`config.mk`:
```
export PLATFORM = sky130hd
export DESIGN_NAME = id_ex_hazard_stage
export DESIGN_NICKNAME = d
export VERILOG_FILES = /design/src/rtl/mips_pkg.sv /design/src/rtl/load_use_detector.sv /design/src/rtl/id_ex_hazard_stage.sv
export SDC_FILE = /design/constraint.sdc
export NUM_CORES = 1
export LEC_CHECK = 0
export ABC_AREA = 1
export BUFFER_PORTS_ARGS = -buffer_cell sky130_fd_sc_hd__buf_2
export CORE_UTILIZATION = 35
export CTS_CLUSTER_DIAMETER = 40
export DETAILED_ROUTE_END_ITERATION = 10
export PLACE_DENSITY = 0.73
export SYNTH_ARGS = -nofsm -noshare
export SYNTH_HDL_FRONTEND = slang
export SYNTH_HIERARCHICAL = 1
export SYNTH_SLANG_ARGS = --single-unit
```
`constraint.sdc`:
```
create_clock -name clk -period 2.3 [get_ports clk]
set_input_delay 0.345 -clock clk [delete_from_list [all_inputs] [get_ports clk]]
set_output_delay 0.345 -clock clk [all_outputs]
set_load 0.005 [all_outputs]
```
`src/rtl/mips_pkg.sv`:
```
// Shared definitions for the ID/EX pipeline slice: FSM encoding, field widths, bubble value.
package mips_pkg;

  localparam int N       = 5;
  localparam int DATA_W  = 32;
  localparam int ALUOP_W = 3;
  localparam int CNT_W   = 16;

  // Hazard FSM encoding
  typedef enum logic [1:0] {
    RUN      = 2'd0,
    LU_STALL = 2'd1,
    FROZEN   = 2'd2
  } state_t;

  // Control bundle: RegWrite, MemRead, MemWrite, MemtoReg, ALUSrc, RegDst, ALUOp
  localparam int CTRL_W = 6 + ALUOP_W;

  // A bubble is an instruction whose control fields are all zero (no side effects)
  localparam logic [CTRL_W-1:0] CTRL_BUBBLE = '0;

endpackage

```
`src/rtl/load_use_detector.sv`:
```
// Combinational load-use compare between the load in EX and the sources of the instruction in ID.
module load_use_detector #(
  parameter int N = mips_pkg::N
) (
  input  logic         i_ex_memread,
  input  logic [N-1:0] i_ex_rt,
  input  logic [N-1:0] i_id_rs,
  input  logic [N-1:0] i_id_rt,
  output logic         o_lu
);

  logic w_rt_nonzero;
  logic w_src_match;

  // $0 is hard-wired, so a load targeting it never creates a dependency
  assign w_rt_nonzero = (i_ex_rt != '0);
  assign w_src_match  = (i_ex_rt == i_id_rs) | (i_ex_rt == i_id_rt);
  assign o_lu         = i_ex_memread & w_rt_nonzero & w_src_match;

endmodule

```
`src/rtl/id_ex_hazard_stage.sv`:
```
// ID/EX pipeline register with load-use bubble insertion, flush, global hold and stall counting.
module id_ex_hazard_stage #(
  parameter int N       = mips_pkg::N,
  parameter int DATA_W  = mips_pkg::DATA_W,
  parameter int ALUOP_W = mips_pkg::ALUOP_W,
  parameter int CNT_W   = mips_pkg::CNT_W
) (
  input  logic               clk,
  input  logic               reset,
  input  logic               hold,
  input  logic               flush,
  input  logic               ID_RegWrite,
  input  logic               ID_MemRead,
  input  logic               ID_MemWrite,
  input  logic               ID_MemtoReg,
  input  logic               ID_ALUSrc,
  input  logic               ID_RegDst,
  input  logic [ALUOP_W-1:0] ID_ALUOp,
  input  logic [DATA_W-1:0]  ID_ReadData1,
  input  logic [DATA_W-1:0]  ID_ReadData2,
  input  logic [DATA_W-1:0]  ID_Imm,
  input  logic [N-1:0]       ID_Rs,
  input  logic [N-1:0]       ID_Rt,
  input  logic [N-1:0]       ID_Rd,
  output logic               EX_RegWrite,
  output logic               EX_MemRead,
  output logic               EX_MemWrite,
  output logic               EX_MemtoReg,
  output logic               EX_ALUSrc,
  output logic               EX_RegDst,
  output logic [ALUOP_W-1:0] EX_ALUOp,
  output logic [DATA_W-1:0]  EX_ReadData1,
  output logic [DATA_W-1:0]  EX_ReadData2,
  output logic [DATA_W-1:0]  EX_Imm,
  output logic [N-1:0]       EX_Rs,
  output logic [N-1:0]       EX_Rt,
  output logic [N-1:0]       EX_Rd,
  output logic               pc_write,
  output logic               ifid_write,
  output logic [CNT_W-1:0]   stall_count
);

  import mips_pkg::*;

  localparam int CW = 6 + ALUOP_W;
  localparam logic [CW-1:0] BUBBLE = CW'(CTRL_BUBBLE);

  logic [CW-1:0]     w_id_ctrl;
  logic [CW-1:0]     r_ex_ctrl;
  logic [DATA_W-1:0] r_rd1;
  logic [DATA_W-1:0] r_rd2;
  logic [DATA_W-1:0] r_imm;
  logic [N-1:0]      r_rs;
  logic [N-1:0]      r_rt;
  logic [N-1:0]      r_rd;
  logic [CNT_W-1:0]  r_stall_cnt;
  state_t            r_state;
  state_t            w_state_nxt;
  logic              w_lu;
  logic              w_bubble;
  logic              w_lu_stall;

  // Saturating increment: the counter sticks at all-ones instead of wrapping
  function automatic logic [CNT_W-1:0] sat_inc(input logic [CNT_W-1:0] v);
    return (&v) ? v : v + {{(CNT_W-1){1'b0}}, 1'b1};
  endfunction

  assign w_id_ctrl = {ID_RegWrite, ID_MemRead, ID_MemWrite, ID_MemtoReg,
                      ID_ALUSrc, ID_RegDst, ID_ALUOp};

  assign {EX_RegWrite, EX_MemRead, EX_MemWrite, EX_MemtoReg,
          EX_ALUSrc, EX_RegDst, EX_ALUOp} = r_ex_ctrl;
  assign EX_ReadData1 = r_rd1;
  assign EX_ReadData2 = r_rd2;
  assign EX_Imm       = r_imm;
  assign EX_Rs        = r_rs;
  assign EX_Rt        = r_rt;
  assign EX_Rd        = r_rd;
  assign stall_count  = r_stall_cnt;

  load_use_detector #(.N(N)) u_lu (
    .i_ex_memread (EX_MemRead),
    .i_ex_rt      (r_rt),
    .i_id_rs      (ID_Rs),
    .i_id_rt      (ID_Rt),
    .o_lu         (w_lu)
  );

  // A flushed ID instruction is discarded, so a hazard against it needs no stall
  assign w_lu_stall = w_lu & ~hold & ~flush;
  assign w_bubble   = flush | w_lu;
  assign pc_write   = ~hold & ~w_lu_stall;
  assign ifid_write = ~hold & ~w_lu_stall;

  // Next-state logic: hold dominates; otherwise a stall lasts exactly one cycle
  always_comb begin
    w_state_nxt = RUN;
    if (hold) begin
      w_state_nxt = FROZEN;
    end else begin
      case (r_state)
        RUN, FROZEN: w_state_nxt = w_lu_stall ? LU_STALL : RUN;
        LU_STALL:    w_state_nxt = RUN;
        default:     w_state_nxt = RUN;
      endcase
    end
  end

  // FSM state register and stall counter
  always_ff @(posedge clk or negedge reset) begin
    if (!reset) begin
      r_state     <= RUN;
      r_stall_cnt <= '0;
    end else begin
      r_state <= w_state_nxt;
      if (w_lu_stall) begin
        r_stall_cnt <= sat_inc(r_stall_cnt);
      end
    end
  end

  // ID/EX register bank: hold freezes everything, a bubble zeroes only the control fields
  always_ff @(posedge clk or negedge reset) begin
    if (!reset) begin
      r_ex_ctrl <= BUBBLE;
      r_rd1     <= '0;
      r_rd2     <= '0;
      r_imm     <= '0;
      r_rs      <= '0;
      r_rt      <= '0;
      r_rd      <= '0;
    end else if (!hold) begin
      r_ex_ctrl <= w_bubble ? BUBBLE : w_id_ctrl;
      r_rd1     <= ID_ReadData1;
      r_rd2     <= ID_ReadData2;
      r_imm     <= ID_Imm;
      r_rs      <= ID_Rs;
      r_rt      <= ID_Rt;
      r_rd      <= ID_Rd;
    end
  end

endmodule

```
==> qor.csv, run 1 <==
stage,metric,value,unit
min_path,Tightest Hold Check Type,in -> reg,
sta,worst setup margin,174,ps
setup_path,"Req. time, crit path",1960,ps
floorplan,Placement Rows,46,
cells_and_area,"commonest non-fill, non-tap cell in the layout",nand2_1,
grt,total grt overflow,0,
route,Initial DRC Count,277,
floorplan,die height,130,um
pwr,Power Dens Cells,759,mW/mm^2
grt,first-pass GRT wire length,23.3,mm
floorplan,Top-Level Pins,262,
yosys,post-synthesis sequential area ratio,59.3,%
route,DRT Pass-1 Iters,4,
sta,fin crit share,92.4,%
sta,Post-Route Setup TNS,0,ps
floorplan,Die X-Extent,130,um
cells_and_area,most frequent cells in the layout,"nand2_1, buf_2, dfrtp_1, inv_1, nand3_1",
route,Vias/cell,4.41,
clock_network,CTS buffer count,17,
sta,final setup fails,0,
sta,max_slew headroom,64.0,%
cells_and_area,fin cells,1199,
place,RD Place Congestion,0.841,
clock_network,clock insertion delay at the later pin of the skew report,410,ps
grt,largest net degree at the start of global routing,81,
yosys,synth warn,6,
setup_path,critical path class,reg -> out,
grt,vias in the first global route,5025,
pwr,Lkg Pwr,4.56,nW
yosys,"Cell Area, Synth",0.00574,mm^2
yosys,Synth area leaders,"dfrtp_1, nand2_1, nand3_1, inv_1, nor2_1",
yosys,syn_nets,832,
pwr,maximum vdd ir drop,0.472,mV
pwr,Tot Pwr,5.99,mW
sta,Setup Skew,8.48,ps
yosys,syn_area_per_cell,8.11,um^2
route,DR vias,5284,
clock_network,Root Driver,clkbuf_16,
clock_network,"CTS clk-pin slew, worst paths",60,ps
cells_and_area,Area Growth Syn to Fin,37.5,%
run,Max Cap Violations,0,
sta,actual slew at the worst max-slew pin,540,ps
cells_and_area,ant diodes,0,
setup_path,CP max FO,5,
grt,All-Layer GR Usage,17.9,%
place,DP HPWL,10.4,mm
sta,Max Transition Viols Final,0,
yosys,Yosys cell types,26,
cells_and_area,Final nets,1095,
yosys,Mapped Cells,707,
clock_network,Clock Tree Buf Depth,2,
route,DR DRC count,0,
clock_network,H-tree depth,4,
yosys,flip-flop and latch count after synthesis,136,
sta,clock period minus worst slack,2130,ps
cells_and_area,share of post-route cells with drive strength above 1,32.9,%
setup_path,Worst setup SP type,flop,
floorplan,Die Footprint,0.0169,mm^2
setup_path,crit end category,output port,
clock_network,CTS tree,built,
floorplan,initial core utilization,36.0,%
clock_network,Sink Count,136,
status,status,"finished, final reports clean",
floorplan,Core Area,0.0159,mm^2
place,placed insts,1165,
route,Avg WL per Cell,12.3,um
place,pre-CTS setup slack,458,ps
place,PortBufs,261,
route,DRT antenna net count,0,
yosys,share of the synthesized area in the top cell type,59.3,%
grt,initial antenna violation count,0,
sta,Hold Fails Final Rpt,0,
yosys,Synth area leader,dfrtp_1,
sta,Max Fclk,470,MHz
sta,RSZ-0062 raised after global routing,no,
setup_path,Critical Path AT,1780,ps
route,final wirelength,14.8,mm
==> final cells by class <==
class / count / area (um^2)
Fill cell: 1520 / 8060
Sequential cell: 136 / 3410
Multi-Input combinational cell: 516 / 2100
Timing Repair Buffer: 274 / 1450
Clock buffer: 19 / 443
Tap cell: 216 / 270
Clock inverter: 13 / 121
Inverter: 25 / 95.1
==> Yosys cell counts <==
cell,number
nand2_1,444
dfrtp_1,136
inv_1,21
nand3_1,19
nor2_1,18
clkbuf_1,15
buf_2,11
nand4_1,8
xnor2_1,6
nor2_2,5
inv_2,4
o21ai_0,3
buf_1,2
nand3b_1,2
xor2_1,2
a21oi_1,1
a21oi_2,1
buf_4,1
buf_8,1
ha_1,1
nand2_2,1
nand2_4,1
nand3_2,1
nor2_4,1
nor3_4,1
o21ai_1,1
==> kinds of logic after synthesis <==
family / count (synthesis) / synth area share, %
fa+ha+maj: 1 / 0.218
buf+inv: 55 / 4.10
flops: 136 / 59.3
xor+xnor: 8 / 1.22
compound gates: 6 / 0.589
simple gates: 501 / 34.5
==> state kept, by name, summed over array words and instances (netlist names) <==
name	count
stall_count	16
EX_Rt	5
EX_ReadData1	32
EX_Imm	32
EX_ReadData2	32
EX_Rs	5
EX_Rd	5
r_ex_ctrl	9
==> path summary, 6_finish.rpt <==
check                                             start                            to  slack [ps]  cells after the start
max                                EX_Rt[1]$_DFFE_PN0N_                      pc_write         170                     10
min                                          ID_Imm[18]        EX_Imm[18]$_DFFE_PN0N_         120                      3
max reg2reg                        EX_Rt[1]$_DFFE_PN0N_    stall_count[4]$_DFFE_PN0P_         400                     14
min reg2reg                EX_ReadData1[20]$_DFFE_PN0N_  EX_ReadData1[20]$_DFFE_PN0N_         470                      2
max in group asynchronous                         reset   EX_ReadData2[2]$_DFFE_PN0N_        1210                      3
min in group asynchronous                         reset      r_ex_ctrl[1]$_DFFE_PN0N_         480                      2
==> per-layer routing <==
metal	vias to the layer above	share of wire (%)	GRT usage (%)
li1	2676	-	-
met1	2348	43	21.1
met3	42	7.9	6.19
met4	0	3.5	9.71
met5	-	0	0
met2	218	45	28.8
==> timing repair <==
action | 4_1_cts | 5_1_grt
buffers inserted | 0 | 1
setup endpoints to repair | 0 | 2
resized for setup | 0 | 3
hold endpoints to repair | 54 | 0
hold buffers | 1 | 0
==> worst max-delay path, stage by stage, from the launching register on <==
cell and delay [ps]:
dfrtp_1 400, inv_1 100, nand2_1 70, nand2_1 50
nor2_1 100, nand3_1 90, a21oi_2 170, nand2_2 80
nor2_4 110, nor2_1 70, buf_2 130
==> per-stage QoR <==
stage	hold slack [ps]	area (um^2)	util, %
6_report	121	7890	49.5
5_1_grt	105	7890	49.5
4_1_cts	96.5	7880	49.4
3_5_place_dp	345	7300	45.8
3_3_place_gp	344	7300	45.8
2_1_floorplan	49.4	5740	-
==> power breakdown <==
group	internal, mW	switching [mW]	leakage, nW
Combinational	0.326	0.388	2.61
Sequential	2.59	0.116	1.69
Clock	1.52	1.05	0.262
No activity file was read; power rests on OpenSTA's default activity.
==> run 2, diff against run 1 <==
--- a/config.mk
+++ b/config.mk
@@ -5,12 +5,13 @@
 export SDC_FILE = /design/constraint.sdc
 export NUM_CORES = 1
 export LEC_CHECK = 0
-export ABC_AREA = 1
+export ABC_AREA = 0
 export BUFFER_PORTS_ARGS = -buffer_cell sky130_fd_sc_hd__buf_2
-export CORE_UTILIZATION = 35
+export CORE_UTILIZATION = 46
 export CTS_CLUSTER_DIAMETER = 40
 export DETAILED_ROUTE_END_ITERATION = 10
-export PLACE_DENSITY = 0.73
+export PLACE_DENSITY = 0.9
+export RECOVER_POWER = 100
 export SYNTH_ARGS = -nofsm -noshare
 export SYNTH_HDL_FRONTEND = slang
 export SYNTH_HIERARCHICAL = 1
==> qor.csv, run 2 <==
stage,metric,value,unit,change
clock_network,"CTS clk-pin slew, worst paths",60,ps,about the same
place,pre-CTS setup slack,-62.7,ps,-521 ps
floorplan,Die X-Extent,110,um,-16%
status,failing checks,setup timing,,
clock_network,Clock Tree Buf Depth,2,,unchanged
grt,vias in the first global route,3872,,-23%
sta,worst setup margin,-297,ps,-471 ps
grt,initial antenna violation count,0,,unchanged
clock_network,CTS buffer count,17,,unchanged
pwr,Pint,4.88,mW,+10%
setup_path,reg-to-reg endpoint,stall_count[9]$_DFFE_PN0P_,,
cells_and_area,Fillers,834,,-45%
yosys,post-synthesis sequential area ratio,63.6,%,+4.3 points
yosys,Yosys cell types,31,,+19%
setup_path,reg2reg setup slack,-120,ps,-520 ps
sta,Max Fclk,385,MHz,-18%
pwr,Power Dens Cells,838,mW/mm^2,+10%
floorplan,Core Area,0.0114,mm^2,-29%
min_path,Tightest Hold Check Type,in -> reg,,
clock_network,Sink Count,136,,unchanged
route,Vias/cell,4.98,,+13%
yosys,"EDFF count, synth",0,,unchanged
floorplan,die height,110,um,-16%
yosys,flip-flop and latch count after synthesis,136,,unchanged
pwr,sequential group share of total power,43.5,%,-1.6 points
setup_path,Worst setup SP type,flop,,
setup_path,CP max FO,2,,-3
grt,first-pass GRT wire length,18.2,mm,-22%
sta,clock period minus worst slack,2600,ps,+471 ps
route,DRT Pass-1 Iters,4,,unchanged
setup_path,R2R Path Start,EX_Rt[4]$_DFFE_PN0N_,,
grt,largest net degree at the start of global routing,72,,-11%
cells_and_area,Area Growth Syn to Fin,40.4,%,
yosys,Mapped Cells,343,,-51%
cells_and_area,"commonest non-fill, non-tap cell in the layout",buf_2,,
grt,All-Layer GR Usage,20.4,%,+2.5 points
grt,routing usage on met2,35.6,%,+6.8 points
place,PortBufs,261,,unchanged
place,DP HPWL,9.25,mm,-11%
grt,met3 GRT Util,6.88,%,+0.69 points
yosys,syn_nets,468,,-44%
min_path,Hold Crit Start,ID_ALUOp[1],,
pwr,Net Sw Power,1.42,mW,-8.8%
grt,met1 Track Usage GR,22.5,%,+1.3 points
clock_network,CTS tree,built,,
route,DR vias,3893,,-26%
cells_and_area,ant diodes,0,,unchanged
yosys,syn_area_per_cell,15.6,um^2,+92%
setup_path,crit end category,output port,,
yosys,synth warn,6,,unchanged
run,Max Cap Violations,0,,unchanged
yosys,Synth area leaders,"dfrtp_1, mux2_2, xnor2_1, a22o_1, xor2_1",,
pwr,Tot Pwr,6.29,mW,+5.1%
floorplan,Top-Level Pins,262,,unchanged
pwr,maximum vdd ir drop,0.607,mV,+29%
clock_network,Root Driver,clkbuf_16,,
yosys,"Cell Area, Synth",0.00535,mm^2,-6.8%
route,DRT antenna net count,0,,unchanged
grt,total grt overflow,0,,unchanged
sta,fin crit share,113,%,+20 points
grt,GRT busiest layer,met2,,
setup_path,Critical Path AT,2250,ps,+470 ps
route,final wirelength,12.9,mm,-12%
sta,actual slew at the worst max-slew pin,1240,ps,+699 ps
floorplan,initial core utilization,47.0,%,+11 points
pwr,Combinational Power Share,11.7,%,-0.2 points
yosys,most used flip-flop cell after synthesis,dfrtp_1,,
cells_and_area,Final nets,752,,-31%
pwr,Clk network pwr share,44.8,%,+1.9 points
pwr,switching share of power,22.5,%,-3.4 points
yosys,Synth area leader,dfrtp_1,,
setup_path,"Req. time, crit path",1960,ps,about the same
min_path,Hold Path End,r_ex_ctrl[1]$_DFFE_PN0N_,,
sta,Max Transition Viols Final,0,,unchanged
sta,final setup fails,8,,+8
min_path,hold path depth,2,,-1
sta,max_slew headroom,17.4,%,-47 points
setup_path,worst reg-to-reg path cell count,10,,-4
floorplan,Placement Rows,39,,-15%
sta,Setup Skew,10.3,ps,+1.81 ps
route,DR DRC count,0,,unchanged
route,Initial DRC Count,151,,-45%
place,RD Place Congestion,0.850,,+1.1%
cells_and_area,most frequent cells in the layout,"buf_2, dfrtp_1, mux2_2, clkbuf_1, clkbuf_16",,
cells_and_area,share of post-route cells with drive strength above 1,53.4,%,+21 points
sta,RSZ-0062 raised after global routing,yes,,
sta,Hold Fails Final Rpt,0,,unchanged
clock_network,clock insertion delay at the later pin of the skew report,410,ps,about the same
floorplan,Die Footprint,0.0121,mm^2,-29%
status,status,"complete, but fails checks",,
yosys,share of the synthesized area in the top cell type,63.6,%,+4.3 points
pwr,Lkg Pwr,3.50,nW,-23%
route,Avg WL per Cell,16.5,um,+34%
setup_path,critical path class,reg -> out,,
yosys,"count leader, synth",dfrtp_1,,
yosys,most instantiated cells after synthesis,"dfrtp_1, mux2_2, xnor2_1, a22o_1, xor2_1",,
clock_network,H-tree depth,4,,unchanged
yosys,Synth async-reset ratio,100,%,unchanged
-- run 2: changes by cell type after synthesis, moves of 9 or more --
| cell | change |
|---|---|
| nor2_1 | -15 |
| inv_1 | -21 |
| a22o_1 | +9 |
| nand3_1 | -12 |
| xnor2_1 | +10 |
| mux2_2 | +112 |
| nand2_1 | -437 |
| clkbuf_1 | -9 |
-- run 2: worst max path at each step --
stage                                        to  slack (ps)            startpoint
floorplan            stall_count[1]$_DFFE_PN0P_          70  EX_Rt[0]$_DFFE_PN0N_
global placement    stall_count[12]$_DFFE_PN0P_         -70              ID_Rs[0]
detailed placement   stall_count[9]$_DFFE_PN0P_         -60              ID_Rs[2]
CTS                                  ifid_write        -310  EX_Rt[4]$_DFFE_PN0N_
global route                           pc_write        -380  EX_Rt[1]$_DFFE_PN0N_
finish                               ifid_write        -300  EX_Rt[4]$_DFFE_PN0N_
-- run 2: final cells by class --
cell class                      count  area (um^2)  area share, %
Sequential cell                   136         3400           45.3
Tap cell                          143          179           2.38
Clock inverter                      8          145           1.93
Timing Repair Buffer              280         1370           18.2
Multi-Input combinational cell    192         1950           25.9
Clock buffer                       23          468           6.23
-- run 2: worst max-delay path, cell delays in order (launching register included) --
cell     delay (ps)
dfrtp_1         400
buf_6           130
or4_4           500
o21ai_2         130
a21oi_2          60
buf_4           130
nor3b_4         150
buf_6           130
nor2_4           80
buf_2           110
-- run 2: timing repair --
action,CTS,global route
hold buffers,1,0
setup endpoints to repair,14,18
setup buffers,2,2
resized for setup,10,15
endpoints found under the hold margin,47,0
gates cloned,0,0
pin swaps,3,6
-- run 2: through the flow --
stage                     utilization [%]  hold slack [ps]  TNS [ps]  cell area (um^2)  cells
after floorplan                         -             49.4         0              5350    343
after global placement               60.7              308      -436              6900    747
after detailed placement             60.7              312      -523              6900    747
after CTS                            66.7              141     -1000              7580    781
after global routing                 66.0              145     -1920              7510    782
final                                66.0              157     -1040              7510    782
-- run 2: power by group through the flow --
stage	clock network (mW)	logic (mW)	registers, mW
2_1_floorplan	0	0.286	2.78
3_3_place_gp	0	0.736	2.75
3_5_place_dp	0	0.767	2.77
4_1_cts	2.86	0.782	2.73
5_1_grt	2.96	0.811	2.77
6_report	2.82	0.734	2.74
-- run 2: logic make-up after synthesis --
group           share of synthesized area [%]
mux                                      23.6
flops                                    63.6
buf+inv                                  1.43
simple gates                             4.40
compound gates                           2.78
fa+ha+maj                               0.234
xor+xnor                                 3.93
-- run 2: layer usage --
layer,routed length (um),up-vias,share of wire [%]
li1,-,1796,-
met2,6750,186,52
met5,0,-,0
met4,221,0,1.7
met1,5050,1888,39
met3,899,23,7.0
